--- src/rtl/pll_reset_seq.sv ---
// PLL supervisor: sequences RESETB, qualifies lock and gates the core reset.
// Retries on lock timeout, resequences on lock loss, latches FAIL after too many timeouts.
module pll_reset_seq #(
   parameter int RST_CYCLES    = 16,
   parameter int LOCK_TIMEOUT  = 4096,
   parameter int STABLE_CYCLES = 256,
   parameter int MAX_RETRIES   = 3,
   localparam int RW   = (MAX_RETRIES > 0) ? $clog2(MAX_RETRIES + 1) : 1,
   localparam int CM1  = (LOCK_TIMEOUT > STABLE_CYCLES) ? LOCK_TIMEOUT : STABLE_CYCLES,
   localparam int CMAX = (CM1 > RST_CYCLES) ? CM1 : RST_CYCLES,
   localparam int CW   = $clog2(CMAX + 1)
) (
   input  logic          clk,
   input  logic          rst,
   input  logic          pll_lock,
   output logic          pll_resetb,
   output logic          sys_rst,
   output logic          ready,
   output logic          fail,
   output logic [RW-1:0] retries,
   output logic [7:0]    loss_cnt
);

   typedef enum logic [2:0] {
      PLL_RST,
      WAIT_LOCK,
      STABLE,
      RUN,
      FAIL
   } state_t;

   state_t        state, state_d;
   logic [CW-1:0] cnt, cnt_d;
   logic [RW-1:0] retries_d;
   logic [7:0]    loss_d;
   logic          lock_m, lock_s;
   logic          resetb_d, sys_rst_d, ready_d, fail_d;

   always_ff @(posedge clk) begin
      if (rst) begin
         lock_m <= 1'b0;
         lock_s <= 1'b0;
      end else begin
         lock_m <= pll_lock;
         lock_s <= lock_m;
      end
   end

   always_ff @(posedge clk) begin
      if (rst) begin
         state      <= PLL_RST;
         cnt        <= '0;
         retries    <= '0;
         loss_cnt   <= '0;
         pll_resetb <= 1'b0;
         sys_rst    <= 1'b1;
         ready      <= 1'b0;
         fail       <= 1'b0;
      end else begin
         state      <= state_d;
         cnt        <= cnt_d;
         retries    <= retries_d;
         loss_cnt   <= loss_d;
         pll_resetb <= resetb_d;
         sys_rst    <= sys_rst_d;
         ready      <= ready_d;
         fail       <= fail_d;
      end
   end

   // cnt only advances in timed states, so it never wraps
   always_comb begin
      state_d   = state;
      cnt_d     = cnt;
      retries_d = retries;
      loss_d    = loss_cnt;
      unique case (state)
         PLL_RST: begin
            if (cnt == CW'(RST_CYCLES - 1)) begin
               state_d = WAIT_LOCK;
               cnt_d   = '0;
            end else begin
               cnt_d = cnt + CW'(1);
            end
         end
         WAIT_LOCK: begin
            if (lock_s) begin
               state_d = STABLE;
               cnt_d   = '0;
            end else if (cnt == CW'(LOCK_TIMEOUT - 1)) begin
               cnt_d = '0;
               if (retries == RW'(MAX_RETRIES)) begin
                  state_d = FAIL;
               end else begin
                  state_d   = PLL_RST;
                  retries_d = retries + RW'(1);
               end
            end else begin
               cnt_d = cnt + CW'(1);
            end
         end
         STABLE: begin
            if (!lock_s) begin
               state_d = WAIT_LOCK;
               cnt_d   = '0;
            end else if (cnt == CW'(STABLE_CYCLES - 1)) begin
               state_d   = RUN;
               cnt_d     = '0;
               retries_d = '0;
            end else begin
               cnt_d = cnt + CW'(1);
            end
         end
         RUN: begin
            if (!lock_s) begin
               state_d = PLL_RST;
               cnt_d   = '0;
               if (loss_cnt != 8'hff) begin
                  loss_d = loss_cnt + 8'd1;
               end
            end
         end
         FAIL: begin
            state_d = FAIL;
         end
         default: begin
            state_d = PLL_RST;
            cnt_d   = '0;
         end
      endcase
   end

   // outputs decode the next state so they move on the same edge as state
   always_comb begin
      resetb_d  = 1'b0;
      sys_rst_d = 1'b1;
      ready_d   = 1'b0;
      fail_d    = 1'b0;
      unique case (state_d)
         WAIT_LOCK, STABLE: begin
            resetb_d = 1'b1;
         end
         RUN: begin
            resetb_d  = 1'b1;
            sys_rst_d = 1'b0;
            ready_d   = 1'b1;
         end
         FAIL: begin
            fail_d = 1'b1;
         end
         default: begin
            resetb_d = 1'b0;
         end
      endcase
   end

endmodule

--- config.mk ---
export PLATFORM = sky130hd
export DESIGN_NAME = pll_reset_seq
export DESIGN_NICKNAME = d
export VERILOG_FILES = /design/src/rtl/pll_reset_seq.sv
export SDC_FILE = /design/constraint.sdc
export NUM_CORES = 1
export LEC_CHECK = 0
export BUFFER_PORTS_ARGS = -buffer_cell sky130_fd_sc_hd__buf_2
export CORE_ASPECT_RATIO = 0.75
export CORE_UTILIZATION = 55
export DETAILED_ROUTE_END_ITERATION = 16
export PLACE_DENSITY = 0.87
export REMOVE_ABC_BUFFERS = 1
export SLEW_MARGIN = 20
export SYNTH_ARGS = -nofsm -noshare
export SYNTH_HDL_FRONTEND = slang
export SYNTH_SLANG_ARGS = --single-unit
export TNS_END_PERCENT = 1
--- constraint.sdc ---
create_clock -name clk -period 2.6 [get_ports clk]
set_input_delay 0.39 -clock clk [delete_from_list [all_inputs] [get_ports clk]]
set_output_delay 0.39 -clock clk [all_outputs]
set_load 0.005 [all_outputs]
==> results_dict.tcl <==
set metrics [dict create \
    drt_iter0_drc 58 \
    rows 16 \
    worstSetupPathType "reg2reg" \
    ys_types 41 \
    die_w_um 62.58 \
    maxSlewHeadroom_pct 69.45 \
    wl_um 2877 \
    synthCells 174 \
    drv_cap 0 \
    dieArea_um2 2968 \
    slowest_delay_ns 0.57 \
    gp_congestion 0.8012 \
    die_h_um 47.44 \
    cts_sinks 32 \
    r2r_start "cnt[0]" \
    core_area_um2 2603 \
    pwr-share-comb_pct 2.4 \
    fin_tns_setup_ns 0 \
    cts_resized 0 \
    yosysWarnings 0 \
    total_power_mw 0.8118 \
    cellLeakagePower_nw 0.6571 \
    track_usage_pct 21.99 \
    clockBufferDepth 2 \
    ir_drop_uv 341.1 \
    num_vias 1290 \
    postCtsSetupRepairBufs 0 \
    seq_area_um2 640.6 \
    setup_viol 0 \
    crit_start "cnt[0]" \
    wl_per_cell_um 12.73 \
    antenna_found_initial 0 \
    sequentialPowerShare_pct 61.7 \
    internal-power_mw 0.6356 \
    h-tree-depth 2 \
    path_clk_slew_ns 0.09 \
    netlist.area_leader.share_pct 42.31 \
    p_switching_mw 0.1761 \
    period_share_pct 81.86 \
    synthArstFlopShare_pct 0 \
    dp.final_hpwl_um 2088 \
    status "completed" \
    finalClockSkew_ns 0.006965 \
    grt_max_degree 19 \
    pwr-share-clk_pct 36.0 \
    cts_tree "done" \
    n_fill_cell 229 \
    power_density_nw_per_um2 490.0 \
    timing.fmax_mhz 469.8 \
    reg2reg_to "retries[0]" \
    endpoint_kind "flop" \
    final_common_cell "dfxtp_1" \
    required_ns 2.82 \
    cts_buffers 5 \
    drive_gt1_share_pct 16.32 \
    worstPathArrival_ns 2.35 \
    yosysSeqAreaShare_pct 42.31 \
    nets 195 \
    portBuffers 16 \
    synth_flop_cell "dfxtp_1" \
    synth_top_cell_by_area "dfxtp_1" \
    layout_min_cycle_time_ns 2.128 \
    worst_pin_slew_ns 0.4540 \
    cpMostUsedCell "or4_4" \
    route.detailed.drc 0 \
    grt_pass1_vias 1153 \
    synth.avg_cell_area_um2 8.701 \
    ant_nets 0 \
    endpoint "retries[0]" \
    synth_edf_count 0 \
    switching_share_pct 21.70 \
    cts_root_buffer "clkbuf_4" \
    start_util_pct 58.17 \
    reg2reg_depth 6 \
    holdBufCountCts 0 \
    finalHoldViolations 0 \
    holdWs_ns 0.2794 \
    syn_to_final_growth_pct 9.422 \
    grt_first_pass_wirelength_um 4823 \
    drtPass1Iterations 4 \
    rsz0062_at_grt "false" \
    final_cell_mix "dfxtp_1 (32), nor2_1 (25), buf_2 (16)" \
    critical-path-slowest-cell "or4_4" \
    n_antenna_cell 0 \
    io_pins 17 \
    synth.area.top_cells "dfxtp_1 (42%), nor2_1 (6.2%), xnor2_1 (4.6%), xor2_1 (4.6%), nand2_1 (3.0%)" \
    multiInputGateArea_um2 817.0 \
    syn_area_um2 1514 \
    routed_via_density 5.708 \
    reg2reg_slack_ns 0.47 \
    cp_cell_sequence "ha_1, nand3_2, or4_4, or4_4, a21oi_2, a211oi_1" \
    cp_max_fo 8 \
    maxSlewViolCount 0 \
    clk_latency_ns 0.34 \
    overflow 0 \
    hold_class "in2reg" \
    cp-start-kind "flop" \
    ys_ff_latch 32 \
]
-- how the worst min path moves through the flow --
stage / end / slack, ns / startpoint / cells after the start
6_report: lock_m / 0.28 / pll_lock / 2
5_1_grt: lock_m / 0.30 / pll_lock / 2
4_1_cts: lock_m / 0.29 / pll_lock / 2
3_5_place_dp: lock_s / 0.44 / lock_m / 1
3_3_place_gp: lock_s / 0.43 / lock_m / 1
2_1_floorplan: lock_s / 0.41 / lock_m / 1
-- layout make-up --
class	instances	area share, %
clock buffers	8	3.550
inverters	4	0.9063
multi-input cells	130	49.32
flip-flops and latches	32	38.67
well taps	36	2.719
repair buffers	16	4.834
-- metal layers --
layer | wire [um] | global-route usage [%] | part of all wire (%)
met4 | 52 | 11.16 | 1.8
met2 | 1346 | 40.22 | 47
met1 | 1362 | 24.74 | 47
met3 | 116 | 6.429 | 4.0
met5 | 0 | 0 | 0
-- cells in the mapped netlist, types with 2 or more instances --
master	instances
a211oi_1	2
a21o_1	2
a21oi_1	7
a31oi_1	2
and2_1	2
and3_1	3
buf_4	3
clkbuf_1	5
dfxtp_1	32
ha_1	3
inv_1	4
nand2_1	12
nand3_1	8
nand3b_1	2
nand4_1	6
nor2_1	25
nor2b_1	2
nor3_1	4
nor4_1	5
o21ai_0	4
or3_1	5
or4_1	2
or4_4	2
xnor2_1	8
xor2_1	8
-- state kept, by name (all words and copies together) (netlist names) --
register and cells:
ready 1, lock_m 1, sys_rst 1, retries 2
cnt 13, lock_s 1, state 3, loss_cnt 8
pll_resetb 1, fail 1
-- worst max-delay path, delay by kind of cell, from the launching register on --
kind / cells / cell delay, ns
adders and majority gates: 1 / 0.20
DFF: 1 / 0.39
and+or+nand+nor: 3 / 1.22
AOI/OAI and AO/OA: 2 / 0.21
-- stage by stage --
step                cells  cell area, um^2  utilization [%]  setup WS (ns)
finish                226             1657            63.65         0.4716
global route          226             1657            63.65         0.3606
CTS                   226             1657            63.65         0.4582
detailed placement    218             1598            61.39         0.4657
global placement      218             1598            61.39         0.5158
floorplan             166             1473                -         0.5678
-- power groups by stage --
| stage | Combinational, mW | Clock (mW) | Sequential [mW] |
|---|---|---|---|
| after floorplan | 0.0114 | 0 | 0.511 |
| after global placement | 0.0180 | 0 | 0.511 |
| after detailed placement | 0.0192 | 0 | 0.512 |
| after CTS | 0.0193 | 0.294 | 0.501 |
| after global routing | 0.0220 | 0.317 | 0.502 |
| final | 0.0191 | 0.292 | 0.501 |
-- logic make-up (layout without fill, tap and decap cells) --
kind of cell	after synthesis	after routing	share of synthesized area, %
adder cells (fa/ha/maj)	3	3	2.480
flip-flops	32	32	42.31
AO/OA/AOI/OAI	23	23	10.00
AND/OR/NAND/NOR	87	87	31.57
buffers and inverters	12	28	3.719
multiplexers	1	1	0.6612
XOR/XNOR	16	16	9.257
(Power assumes the default switching activity.)
